[src/rtl/mdu_pkg.sv]
// Shared definitions for the multi-cycle multiply/divide unit.
// MDU_SIGNED_EN adds the FIX state used by signed operations.
package mdu_pkg;

  localparam int MDU_ITER = 32;

  typedef enum logic [1:0] {
    MDU_MULLO = 2'b00,
    MDU_MULHI = 2'b01,
    MDU_DIVQ  = 2'b10,
    MDU_DIVR  = 2'b11
  } mdu_op_e;

  typedef enum logic [1:0] {
    S_IDLE = 2'd0,
    S_CALC = 2'd1,
    S_WB   = 2'd2
`ifdef MDU_SIGNED_EN
    ,
    S_FIX  = 2'd3
`endif
  } mdu_state_e;

  typedef enum logic {
    STEP_MUL = 1'b0,
    STEP_DIV = 1'b1
  } mdu_mode_e;

  function automatic logic op_is_div(input logic [1:0] op);
    return op[1];
  endfunction

endpackage

[src/rtl/mdu_unit_if.sv]
// Register-file side bus of the multiply/divide unit.
// Handshake: start is sampled on a rising clock edge only while busy=0; wr is a
// one-cycle strobe with controle/entrada valid alongside it (entrada holds afterwards).
interface mdu_unit_if #(parameter int WIDTH = mdu_pkg::MDU_ITER);
  logic             start;
  logic [1:0]       op;
  logic             sgn;
  logic [WIDTH-1:0] opA;
  logic [WIDTH-1:0] opB;
  logic [4:0]       dest;
  logic             busy;
  logic             wr;
  logic [4:0]       controle;
  logic [WIDTH-1:0] entrada;

  modport master (
    output start, op, sgn, opA, opB, dest,
    input  busy, wr, controle, entrada
  );

  modport slave (
    input  start, op, sgn, opA, opB, dest,
    output busy, wr, controle, entrada
  );
endinterface

[src/rtl/mdu_step.sv]
// One iteration of the datapath: shift-add for multiply, restoring
// compare-subtract-shift for divide. {hi,lo} is {product} or {remainder,quotient}.
module mdu_step
  import mdu_pkg::*;
#(
  parameter int WIDTH = MDU_ITER
) (
  input  mdu_mode_e        mode,
  input  logic [WIDTH-1:0] hi,
  input  logic [WIDTH-1:0] lo,
  input  logic [WIDTH-1:0] b,
  output logic [WIDTH-1:0] hi_nxt,
  output logic [WIDTH-1:0] lo_nxt
);

  logic [WIDTH:0] sum;
  logic [WIDTH:0] rem_sh;
  logic           ge;

  always_comb begin
    sum    = {1'b0, hi} + (lo[0] ? {1'b0, b} : '0);
    rem_sh = {hi, lo[WIDTH-1]};
    ge     = (rem_sh >= {1'b0, b});
    hi_nxt = sum[WIDTH:1];
    lo_nxt = {sum[0], lo[WIDTH-1:1]};
    if (mode == STEP_DIV) begin
      // A true difference always fits in WIDTH bits, so the modular subtract is exact.
      hi_nxt = ge ? (rem_sh[WIDTH-1:0] - b) : rem_sh[WIDTH-1:0];
      lo_nxt = {lo[WIDTH-2:0], ge};
    end
  end

endmodule

[src/rtl/mdu_unit.sv]
// Multi-cycle integer multiply/divide unit, one bit per cycle, result written back
// through a one-cycle register-file strobe. Define MDU_SIGNED_EN for signed ops.
module mdu_unit
  import mdu_pkg::*;
#(
  parameter int WIDTH = MDU_ITER
) (
  input  logic        clock,
  input  logic        reset,
  mdu_unit_if.slave   bus,
  output mdu_state_e  dbg_state
);

  localparam int CW = $clog2(WIDTH);

  mdu_state_e       state_q, state_d;
  logic [CW-1:0]    cnt_q;
  logic [WIDTH-1:0] hi_q, lo_q, b_q;
  logic [WIDTH-1:0] hi_nxt, lo_nxt;
  logic [WIDTH-1:0] a_mag, b_mag;
  logic [WIDTH-1:0] result;
  mdu_op_e          op_q;
  logic [4:0]       dest_q;
  logic             wr_q;
  logic [4:0]       controle_q;
  logic [WIDTH-1:0] entrada_q;
  mdu_mode_e        mode;

`ifdef MDU_SIGNED_EN
  logic sgn_q, neg_a_q, neg_b_q;
  logic neg_a, neg_b;

  assign neg_a = bus.sgn & bus.opA[WIDTH-1];
  assign neg_b = bus.sgn & bus.opB[WIDTH-1];
  assign a_mag = neg_a ? (~bus.opA + 1'b1) : bus.opA;
  assign b_mag = neg_b ? (~bus.opB + 1'b1) : bus.opB;
`else
  logic sgn_unused;

  assign sgn_unused = bus.sgn;
  assign a_mag      = bus.opA;
  assign b_mag      = bus.opB;
`endif

  assign mode = op_is_div(op_q) ? STEP_DIV : STEP_MUL;

  mdu_step #(.WIDTH(WIDTH)) u_step (
    .mode   (mode),
    .hi     (hi_q),
    .lo     (lo_q),
    .b      (b_q),
    .hi_nxt (hi_nxt),
    .lo_nxt (lo_nxt)
  );

  always_ff @(posedge clock or negedge reset) begin
    if (!reset) state_q <= S_IDLE;
    else        state_q <= state_d;
  end

  always_comb begin
    state_d = state_q;
    case (state_q)
      S_IDLE: if (bus.start) state_d = S_CALC;
      S_CALC: begin
        if (cnt_q == '0) begin
`ifdef MDU_SIGNED_EN
          state_d = sgn_q ? S_FIX : S_WB;
`else
          state_d = S_WB;
`endif
        end
      end
`ifdef MDU_SIGNED_EN
      S_FIX:  state_d = S_WB;
`endif
      S_WB:   state_d = S_IDLE;
      default: state_d = S_IDLE;
    endcase
  end

  always_ff @(posedge clock or negedge reset) begin
    if (!reset) begin
      cnt_q  <= '0;
      hi_q   <= '0;
      lo_q   <= '0;
      b_q    <= '0;
      op_q   <= MDU_MULLO;
      dest_q <= '0;
`ifdef MDU_SIGNED_EN
      sgn_q   <= 1'b0;
      neg_a_q <= 1'b0;
      neg_b_q <= 1'b0;
`endif
    end else begin
      case (state_q)
        S_IDLE: begin
          if (bus.start) begin
            hi_q   <= '0;
            lo_q   <= a_mag;
            b_q    <= b_mag;
            op_q   <= mdu_op_e'(bus.op);
            dest_q <= bus.dest;
            cnt_q  <= CW'(WIDTH - 1);
`ifdef MDU_SIGNED_EN
            sgn_q   <= bus.sgn;
            neg_a_q <= neg_a;
            neg_b_q <= neg_b;
`endif
          end
        end
        S_CALC: begin
          hi_q <= hi_nxt;
          lo_q <= lo_nxt;
          if (cnt_q != '0) cnt_q <= cnt_q - 1'b1;
        end
`ifdef MDU_SIGNED_EN
        S_FIX: begin
          if (!op_is_div(op_q)) begin
            if (neg_a_q ^ neg_b_q) {hi_q, lo_q} <= ~{hi_q, lo_q} + 1'b1;
          end else begin
            // Divide by zero keeps the all-ones quotient; remainder follows the dividend.
            if ((neg_a_q ^ neg_b_q) && (b_q != '0)) lo_q <= ~lo_q + 1'b1;
            if (neg_a_q) hi_q <= ~hi_q + 1'b1;
          end
        end
`endif
        default: ;
      endcase
    end
  end

  always_comb begin
    case (op_q)
      MDU_MULLO, MDU_DIVQ: result = lo_q;
      default:             result = hi_q;
    endcase
  end

  // Write-back is registered out of WB, so the strobe appears with busy already low.
  always_ff @(posedge clock or negedge reset) begin
    if (!reset) begin
      wr_q       <= 1'b0;
      controle_q <= '0;
      entrada_q  <= '0;
    end else begin
      wr_q <= (state_q == S_WB);
      if (state_q == S_WB) begin
        controle_q <= dest_q;
        entrada_q  <= result;
      end
    end
  end

  assign bus.busy     = (state_q != S_IDLE);
  assign bus.wr       = wr_q;
  assign bus.controle = controle_q;
  assign bus.entrada  = entrada_q;
  assign dbg_state    = state_q;

endmodule
[src/flat_wrapper.sv]
// flat-port wrapper written by rule: the top's interface ports become plain ports
module mdu_unit_flat import mdu_pkg::*;
#(
  parameter int WIDTH = MDU_ITER
)
  (clock, reset, dbg_state, bus_start, bus_op, bus_sgn, bus_opA, bus_opB, bus_dest, bus_busy, bus_wr, bus_controle, bus_entrada);
  mdu_unit_if #(.WIDTH(WIDTH)) bus_i ();
  input  logic clock;
  input  logic reset;
  output mdu_state_e dbg_state;
  input wire logic [$bits(bus_i.start)-1:0] bus_start;
  input wire logic [$bits(bus_i.op)-1:0] bus_op;
  input wire logic [$bits(bus_i.sgn)-1:0] bus_sgn;
  input wire logic [$bits(bus_i.opA)-1:0] bus_opA;
  input wire logic [$bits(bus_i.opB)-1:0] bus_opB;
  input wire logic [$bits(bus_i.dest)-1:0] bus_dest;
  output wire logic [$bits(bus_i.busy)-1:0] bus_busy;
  output wire logic [$bits(bus_i.wr)-1:0] bus_wr;
  output wire logic [$bits(bus_i.controle)-1:0] bus_controle;
  output wire logic [$bits(bus_i.entrada)-1:0] bus_entrada;
  assign bus_i.start = bus_start;
  assign bus_i.op = bus_op;
  assign bus_i.sgn = bus_sgn;
  assign bus_i.opA = bus_opA;
  assign bus_i.opB = bus_opB;
  assign bus_i.dest = bus_dest;
  assign bus_busy = bus_i.busy;
  assign bus_wr = bus_i.wr;
  assign bus_controle = bus_i.controle;
  assign bus_entrada = bus_i.entrada;
  mdu_unit #(.WIDTH(WIDTH)) u_core (.clock(clock), .reset(reset), .bus(bus_i), .dbg_state(dbg_state));
endmodule
[config.mk]
export PLATFORM = sky130hd
export DESIGN_NAME = mdu_unit_flat
export DESIGN_NICKNAME = d
export VERILOG_FILES = /design/src/rtl/mdu_pkg.sv /design/src/rtl/mdu_unit_if.sv /design/src/rtl/mdu_step.sv /design/src/rtl/mdu_unit.sv /design/src/flat_wrapper.sv
export SDC_FILE = /design/constraint.sdc
export NUM_CORES = 1
export LEC_CHECK = 0
export CAP_MARGIN = 0
export CORE_UTILIZATION = 25
export CTS_BUF_LIST = sky130_fd_sc_hd__clkbuf_2
export DETAILED_ROUTE_END_ITERATION = 16
export PLACE_DENSITY = 0.48
export REMOVE_ABC_BUFFERS = 1
export SYNTH_ARGS = -nofsm -noshare
export SYNTH_HDL_FRONTEND = slang
export SYNTH_HIERARCHICAL = 1
export SYNTH_SLANG_ARGS = --single-unit
[constraint.sdc]
create_clock -name clock -period 8.7 [get_ports clock]
set_input_delay 1.74 -clock clock [delete_from_list [all_inputs] [get_ports clock]]
set_output_delay 1.74 -clock clock [all_outputs]
set_load 0.02 [all_outputs]
After elaboration in Yosys (flattened, before gate mapping) --
Cells that the tools add are included.
Operators by class: multiplexer cells 16, reductions and logical operators 11, add/subtract/negate cells 3, equal/unequal tests 6, magnitude comparators 1
Operator list (number):
- 2-to-1 mux 32 bit | 7
- case mux 32 bit (2 select lines) | 2
- adder 32 x 33 -> 33 bit | 1
- greater-or-equal comparator 33 x 32 -> 1 bit | 1
- subtractor 32 bit | 1
- 2-to-1 mux 5 bit | 2
- case mux 5 bit (2 select lines) | 1
- AND reduction 2 bit | 3
- logical NOT 5 bit | 1
- nonzero test 5 bit | 1
- subtractor 5 x 1 -> 5 bit (second input constant) | 1
- equality test 2 bit (second input constant) | 2
- logical NOT 2 bit | 2
- 2-to-1 mux 2 bit | 2
- != test 2 x 1 -> 1 bit (second input constant) | 2
- case mux 2 bit (2 select lines) | 1
- nonzero test 2 bit | 2
- AND reduction 3 bit | 1
- equality test 2 x 1 -> 1 bit (second input constant) | 1
- != test 2 bit (second input constant) | 1
- OR reduction 2 bit | 1
- 2-to-1 mux 1 bit | 1
Storage, ports and cells: flip-flop bits (word level) 148, input bits 75, output and inout bits 41, logic and storage cells 47

Longest topological paths before layout --
Gate-level depths: netlist of the first run.
depth in word-level cells 4, mapped depth 14, depth with buffers taken out 13

Modules after synthesis --
The synthesis of the first run kept the hierarchy.
Modules (own cells, without submodules):
- mdu_unit | cells an instance 677, instances 1, sequential area each 3703.6 um^2, area each 6167.2 um^2
- mdu_step | cells an instance 693, instances 1, sequential area each 0.0 um^2, area each 4735.8 um^2

Worst setup path after synthesis of the first run --
No wires, ideal clock.
path kind register to register, from register u_core.lo_q[0], to register u_core.hi_q[29], stages on the path, launching flop included 15, path buffers 1, data arrival time 2859 ps, setup time 117 ps, data required time 8583 ps, period minus slack after synthesis 2977 ps, path slack 5723 ps, cells stage by stage dfrtp_1 > clkbuf_1 > and2_1 > ha_1 > fa_1 > a21oi_1 > o21bai_1 > a311oi_2 > o21ai_0 > nand2_1 > o21bai_1 > and3_1 > o31a_1 > nand2_1 > nand2_1
On the way: cells in the longest elaborated chain, start to end 4
Ends and longest elaborated chain:
- from (decl) | RTL line mdu_unit.sv:18 | logic [WIDTH-1:0] hi_q, lo_q, b_q;
- from (signal assigned) | RTL line mdu_unit.sv:100 | lo_q <= a_mag;
- from (signal assigned) | RTL line mdu_unit.sv:114 | lo_q <= lo_nxt;
- 2-to-1 mux 32 bit | RTL line mdu_step.sv:21 | sum = {1'b0, hi} + (lo[0] ? {1'b0, b} : '0);
- adder 32 x 33 -> 33 bit | RTL line mdu_step.sv:21
- 2-to-1 mux 32 bit | RTL line mdu_step.sv:26 | if (mode == STEP_DIV) begin
- via u_core.hi_nxt[29] | RTL line mdu_unit.sv:19 | logic [WIDTH-1:0] hi_nxt, lo_nxt;
- case mux 32 bit (2 select lines) | RTL line mdu_unit.sv:96 | case (state_q)
- to (signal assigned) | RTL line mdu_unit.sv:113 | hi_q <= hi_nxt;
- to (decl) | RTL line mdu_unit.sv:18
The timed path passes the listed nets, and every way through them passes these cells. A chain may end at the register's enable or synchronous reset.

Final worst setup path of the first run --
from register u_core.state_q[0] (netlist: u_core/dbg_state[0]), to output port bus_busy
On the way: cells in the longest elaborated chain, start to end 1
Ends and longest elaborated chain:
- from (decl) | RTL line mdu_unit.sv:16 | mdu_state_e state_q, state_d;
- from (signal assigned) | RTL line mdu_unit.sv:58 | else state_q <= state_d;
- nonzero test 2 bit | RTL line mdu_unit.sv:155 | assign bus.busy = (state_q != S_IDLE);
- to (decl) | RTL line flat_wrapper.sv:17 | output wire logic [$bits(bus_i.busy)-1:0] bus_busy;
Every way passes these cells.

==> key figures, run 1 <==
Clock tree
  • H-tree levels: 4
  • CTS Buf Count: 17
  • Hold-fix buffers, CTS: 0
  • CTS max path bufs: 2
  • Post-cts sizing count: 0
  • CTS tree: done
  • Post-CTS Setup Bufs: 0
  • Root Driver: clkbuf_2
  • Worst-path clk slew: about 0.25 ns
  • Worst skew pair latency: 0.83 ns
  • CTS sink count: 148

Setup path
  • Worst r2r path cells: 14
  • Reg-to-reg setup timing slack: 4.85 ns
  • Crit-path max cell delay: 0.61 ns
  • CP startpoint kind: register
  • Arrival time at the worst endpoint: 2.17 ns
  • Critical-path cell list: or2_1 -> clkdlybuf4s50_1
  • Worst path required time: 6.96 ns
  • Crit-path max FO: 7
  • CP endpoint kind: primary output
  • Reg-to-Reg Start: u_core/lo_q[0]
  • RR Endpoint: u_core/hi_q[29]
  • Crit path kind: reg -> out
  • Crit path from: u_core/dbg_state[0]
  • Slowest cell on crit path: clkdlybuf4s50_1

Yosys
  • Compound-Gate Fraction of Synth Area: 17.02%
  • Synth cell types: a little under 80
  • Asr flop ratio synth: 100.0%
  • Largest family of logic cells by synthesized area: simple AND/OR/NAND/NOR gates
  • Simple logic cell fraction of the synthesized area: about a quarter
  • Yosys reg bits: ~150
  • Sequential share of the synthesized area: 33.97%
  • Multiplexer share of the synthesized area: under 10%
  • Synth area leader: dfrtp_1
  • Synth top area share: 33.97%
  • Number of synthesized flops with an enable pin: 0
  • Mapped Area: 10900 um2
  • Xor/xnor cell area share of the yosys netlist: 4.017%
  • Post-synth top flop: dfrtp_1
  • Top cells by area, synth: dfrtp_1 34%, nand2_1 12%, ha_1 7.5%, nand3_1 5.0%, a21oi_1 4.0%
  • YS warnings: 6
  • Syn Area/Cell: ~8 um2
  • Cells after Synth: 1370
  • Adder-Cell Fraction of Synth Area: 7.826%

Floorplan
  • Die area: 44450 um2
  • FP Rows: between 70 and 80
  • Core Region: ~43000 um2
  • Initial core utilization: approximately a quarter
  • I/O pin total: around 120
  • Chip Height: 210.8 um
  • DIE WIDTH: around 210 um

Power and ir drop
  • Pleak: 0.005777 uW
  • Sw Pwr: approximately 2900 uW
  • Sw Ratio: 51.69%
  • Combinational share of power: 69.5%
  • Maximum VDD drop: 0.1902 mV
  • P per Cell Area: 442.2 nW/um2
  • Power share of the clock group: approximately 7.5%
  • Internal: 2725 uW
  • Power share of the sequential group: 23.0%

STA
  • Worst Clk Skew: 0.04201 ns
  • Crit share post-route: 44.95%
  • Final Max Tran Viols: 0
  • RSZ-0062 raised after global routing: false
  • Tmin final: 3.911 ns
  • Slew margin rel.: approximately 30%
  • Setup TNS: 0 ns
  • Final setup vio count: 0
  • Final hold violation count: 0
  • Measured slew at the worst slew-check pin: 1.047 ns
  • Fmax: 0.2557 GHz

Global routing
  • Vias in the first global route: 9591
  • Antenna violations before repair: 2
  • Global-route met3 utilization: under 10%
  • GR Util met1: between 20% and 30%
  • Largest net degree at the start of global routing: 84
  • GR Util All Layers: 15.44%
  • GR Util met2: 24.84%
  • Busiest grt layer: met2
  • First-pass GRT wire length: roughly 54 mm
  • Global route overflow: 0

Final layout
  • Leading cell type in the layout, fill and taps excluded: nand2_1
  • Most frequent cells in the layout: 357 x nand2_1, 146 x dfrtp_1, 113 x clkdlybuf4s50_1
  • Area growth syn-to-layout: 16.98%
  • Fin nets: 1580
  • Util after Layout: 29.61%
  • Layout cell share with drive strength beyond 1: 7.099%
  • Fillers: 4670

Placement
  • Final HPWL from detailed placement: 22.73 mm
  • Global placement routability congestion: between 0.8 and 0.9
  • Port Buf Inserts: 114

Detailed routing
  • Drc violations: 0
  • Routed wire length per instance: 16.29 um
  • Drt pass-1 iters: 5
  • DR vias/cell: 4.811
  • Iteration-0 DRC Markers: between 400 and 500
  • DRT Wirelength: 33.23 mm
  • Routed vias: 9814
  • Final ANT Viol Nets: 0

Min path
  • Hold Crit Start: u_core/dest_q[0]
  • Hold depth: 2
  • Hold Path End: u_core/bus.controle[0]
  • Worst min path class: reg -> reg

Run status
  • Status: complete, no violations

Run
  • MaxCap Viol Count: 0
## per-layer routing
metal	routed length (um)	share of wire, %	up-vias
li1	-	-	4881
met1	16670	50	4724
met2	15050	45	187
met3	1171	3.5	22
met4	334	1.0	0
met5	0	0	-
## worst max-delay path by stage
stage               slack, ns  depth (start not counted)               to
global placement         4.78                          5   u_core/lo_q[4]
floorplan                4.47                          3  u_core/cnt_q[3]
detailed placement       4.76                          5   u_core/lo_q[3]
CTS                      4.65                          2         bus_busy
finish                   4.79                          2         bus_busy
global route             4.57                          2         bus_busy
## flip-flops by register name, summed over array words and instances (netlist names)
name	count
u_core/b_q	32
u_core/bus.controle	5
u_core/bus.entrada	32
u_core/bus.wr	1
u_core/cnt_q	5
u_core/dbg_state	2
u_core/dest_q	5
u_core/hi_q	32
u_core/lo_q	32
u_core/op_q	2
## metrics by stage
stage | total power [uW] | cells | hold WS, ns | area (um2) | setup slack [ns]
after detailed placement | 5234 | 2004 | 0.4591 | 12510 | 4.763
final | 5640 | 2040 | 0.5078 | 12750 | 4.789
after CTS | 5692 | 2036 | 0.5083 | 12740 | 4.646
after global routing | 6258 | 2040 | 0.5387 | 12750 | 4.570
after floorplan | 4216 | 1295 | 0.4386 | 10540 | 4.472
after global placement | 5198 | 2004 | 0.4526 | 12510 | 4.782
## logic make-up after synthesis
kind of cell | Yosys count
AND/OR/NAND/NOR | 628
XOR/XNOR | 50
flip-flops | 148
AO/OA/AOI/OAI | 282
adder cells (fa/ha/maj) | 67
buffers and inverters | 125
multiplexers | 70
## cell usage after synthesis (3+ instances only)
cell and n:
nand2_1 357, dfrtp_1 148, nand3_1 110, a21oi_1 87, ha_1 65, nor2_1 58, inv_1 49, and2_1 40
clkbuf_1 38, mux2i_1 37, o21ai_1 36, o21ai_0 35, mux2_2 33, xnor2_1 31, buf_2 23, nor3_1 22
xor2_1 19, a21o_1 17, a211oi_1 14, o21bai_1 14, nand4_1 9, a31oi_1 8, o211a_1 8, o21a_1 8
a211o_1 6, buf_1 5, buf_6 5, a21boi_0 4, and3_1 4, and4_1 4, buf_4 4, o31ai_1 4
or3_1 4, a21oi_2 3, nand2b_1 3, nor2b_1 3, o211ai_1 3
## power groups by stage
stage / clock network, uW / logic [uW] / registers [uW]
6_report: 421 / 3920 / 1300
5_1_grt: 481 / 4430 / 1350
4_1_cts: 449 / 3940 / 1300
3_5_place_dp: 0 / 3910 / 1320
3_3_place_gp: 0 / 3880 / 1320
2_1_floorplan: 0 / 2930 / 1280
## critical path, delay by kind of cell, from the launching register on
family	cells	cell delay [ns]
DFF	1	0.60
and+or+nand+nor	1	0.15
buffers and inverters	1	0.61
## final cells by class
type                    instances  area [um2]  share of cell area, %
clock inverters                15       146.4                  1.148
inverters                      50       187.7                  1.471
well taps                     585       732.0                  5.739
diodes                          4       10.01                0.07848
flip-flops and latches        148        3706                  29.06
clock buffers                  17       85.08                 0.6671
repair buffers                124        1217                  9.545
multi-input cells            1097        6670                  52.30
No activity file was read; power rests on OpenSTA's default activity.
==> inputs of run 2 (changes only) <==
Settings changed: PLACE_DENSITY 0.48 to 0.49.
Clock period 8.7 ns to 3.5 ns, I/O delays scaled along.
==> key figures, run 2 (synthesized netlist as in run 1, its figures left out) <==
Run status
  • Status: complete, no violations

Setup path
  • Arrival time at the worst endpoint: 4.10 ns (+1.93 ns)
  • Crit-path max cell delay: 0.56 ns (-0.05 ns)
  • Worst r2r path cells: 13 (-1)
  • Worst path required time: 4.29 ns (-2.67 ns)
  • Logic depth of the worst setup path including buffers: 13 (+11)
  • Slowest cell on crit path: a2111oi_2
  • Critical-path cell list: buf_4 -> and2_1 -> ha_1 -> a21oi_1 -> o21ai_1 -> o31ai_1 -> a211o_1 -> a2111oi_2 -> nor4_1 -> o32a_1 -> nand3_1 -> nand2_1 -> nand2_1
  • Reg-to-Reg Start: u_core/lo_q[0]
  • Critical path's most frequent cell: nand2_1
  • CP startpoint kind: register
  • Top delay family on crit path: compound AO/OA/AOI/OAI gates
  • Crit path from: u_core/lo_q[0]
  • Crit path kind: reg -> reg
  • CP endpoint kind: register
  • Crit-path max FO: 18 (+11)
  • Worst path buffer plus inverter count: 1 (unchanged)

STA
  • Setup TNS: 0 ns (unchanged)
  • Crit share post-route: ~94%
  • Worst Clk Skew: 0.04312 ns (+0.001105 ns)
  • Fmax: 0.3026 GHz
  • Tmin final: 3.304 ns
  • Slew margin rel.: 34.38% (+4.1 points)
  • RSZ-0062 raised after global routing: false
  • Final setup vio count: 0 (unchanged)
  • Final Max Tran Viols: 0 (unchanged)
  • Measured slew at the worst slew-check pin: 0.9843 ns (-0.06221 ns)
  • Final hold violation count: 0 (unchanged)

Placement
  • Global placement routability congestion: 0.8388 (+2.8%)
  • Port Buf Inserts: 114 (unchanged)
  • Final HPWL from detailed placement: 24.11 mm (+6.1%)
  • Dpl cells: 2069 (+3.2%)
  • Post-DP Area: 13040 um2 (+4.2%)

Detailed routing
  • Iteration-0 DRC Markers: 461 (+6.5%)
  • DRT Wirelength: 34.17 mm (+2.9%)
  • Routed wire length per instance: 16.20 um (-0.56%)
  • Highest routed metal layer: met4
  • DR vias/cell: 4.733 (-1.6%)
  • Routed length on met2: 16.12 mm (+7.1%)
  • Drt pass-1 iters: 7 (+2)
  • Detail Route met3 WL: 1.197 mm (+2.2%)
  • Routed vias: 9986 (+1.8%)
  • Final ANT Viol Nets: 0 (unchanged)
  • Drc violations: 0 (unchanged)
  • Met1 Wirelength: 16.62 mm (-0.29%)

Power and ir drop
  • P per Cell Area: 1124 nW/um2 (+150%)
  • Sw Pwr: 7506 uW (+160%)
  • Pleak: 0.006137 uW (+6.2%)
  • Combinational share of power: 69.9% (+0.4 points)
  • Sw Ratio: 49.96% (-1.7 points)
  • Internal: 7519 uW (+180%)
  • Power share of the clock group: 8.0% (+0.5 points)
  • Power share of the sequential group: 22.2% (-0.8 points)
  • Maximum VDD drop: 0.5795 mV (+200%)

Floorplan
  • Chip Height: 210.8 um (unchanged)
  • DIE WIDTH: 210.8 um (unchanged)
  • FP Rows: 76 (unchanged)
  • Core Region: 43080 um2 (unchanged)
  • Die area: 44450 um2 (unchanged)
  • I/O pin total: 116 (unchanged)
  • Initial core utilization: 25.31% (unchanged)

Global routing
  • Largest net degree at the start of global routing: 105 (+25%)
  • Antenna violations before repair: 2 (unchanged)
  • Global route overflow: 0 (unchanged)
  • GR Util All Layers: 15.71% (+0.26 points)
  • First-pass GRT wire length: 55.22 mm (+2.5%)
  • Vias in the first global route: 10027 (+4.5%)

Clock tree
  • CTS sink count: 148 (unchanged)
  • CTS Buf Count: 17 (unchanged)
  • CTS max path bufs: 2 (unchanged)
  • Root Driver: clkbuf_2
  • Worst-path clk slew: 0.26 ns (about the same)
  • CTS tree: done
  • Worst skew pair latency: 0.87 ns (+0.04 ns)
  • Post-CTS Setup Bufs: 0 (unchanged)
  • H-tree levels: 4 (unchanged)

Final layout
  • Most frequent cells in the layout: 357 x nand2_1, 146 x dfrtp_1, 113 x clkdlybuf4s50_1
  • Area growth syn-to-layout: 22.58%
  • Leading cell type in the layout, fill and taps excluded: nand2_1
  • Util after Layout: 31.03% (+1.4 points)
  • Layout cell share with drive strength beyond 1: 11.27% (+4.2 points)
  • Fin nets: 1646 (+4.2%)
  • Fin cells: 2110 (+3.4%)
  • Design area: 13370 um2 (+4.8%)
  • Fillers: 4651 (-0.41%)

Run
  • MaxCap Viol Count: 0 (unchanged)

Min path
  • Hold depth: 3 (+1)
  • Worst min path class: in -> reg
  • Hold Crit Start: bus_opB[5]
## run 2: cell count changes in the layout (fill, tap and decap cells not counted)
cell / delta
a2111oi_2: +2
diode_2: +4
buf_12: +3
a2111oi_0: -1
clkinvlp_4: -1
o21ai_1: +2
o21ai_0: -2
dlygate4sd3_1: +1
clkinv_2: -1
buf_4: +62
bufinv_16: +2
a31oi_2: +1
a2111oi_1: -1
a31oi_1: -1
## run 2: area by class of cell
class | instances | area [um2] | area share (%)
sequential | 148 | 3706 | 27.73
inverter | 50 | 187.7 | 1.404
clock inverter | 15 | 193.9 | 1.451
antenna | 8 | 20.02 | 0.1498
timing repair buffer | 190 | 1753 | 13.12
multi-input combinational | 1097 | 6688 | 50.04
tap | 585 | 732.0 | 5.477
clock buffer | 17 | 85.08 | 0.6366
## run 2: routing by layer
metal	vias up	GRT usage, %
met5	-	0
li1	5024	-
met1	4778	21.48
met3	16	2.632
met2	168	25.99
met4	0	3.098
## run 2: tightest hold or removal path, cell delays in order
cell             delay [ns]
clkdlybuf4s50_1        0.39
nand2_1                0.05
nand2_1                0.04
## run 2: power groups by stage
stage                     logic [uW]  clock network [uW]  registers (uW)
after floorplan                 7290                   0            3190
after global placement         10300                   0            3380
after detailed placement       10400                   0            3400
after CTS                      10500                1260            3360
after global routing           11700                1350            3470
final                          10500                1200            3330
## run 2: stage by stage
stage | power, uW | setup slack, ns | hold slack (ns)
floorplan | 10480 | -0.1959 | 0.4044
global placement | 13690 | 0.1563 | 0.4474
detailed placement | 13810 | 0.1269 | 0.4645
CTS | 15100 | 0.03151 | 0.2247
global route | 16550 | 0.02433 | 0.1472
finish | 15020 | 0.1958 | 0.3170
## run 2: path summary, 6_finish.rpt
path,to,slack [ns]
worst max-delay path,u_core/hi_q[30],0.20
worst min-delay path,u_core/b_q[5],0.32
worst max register to register,u_core/hi_q[30],0.20
worst min register to register,u_core/bus.controle[0],0.51
max in group asynchronous,u_core/hi_q[1],2.22
min in group asynchronous,u_core/lo_q[13],0.43
## run 2: timing repair
item,CTS,global route
hold buffers,1,0
setup endpoints to repair,0,7
gates resized for setup,0,6
hold endpoints to repair,79,0
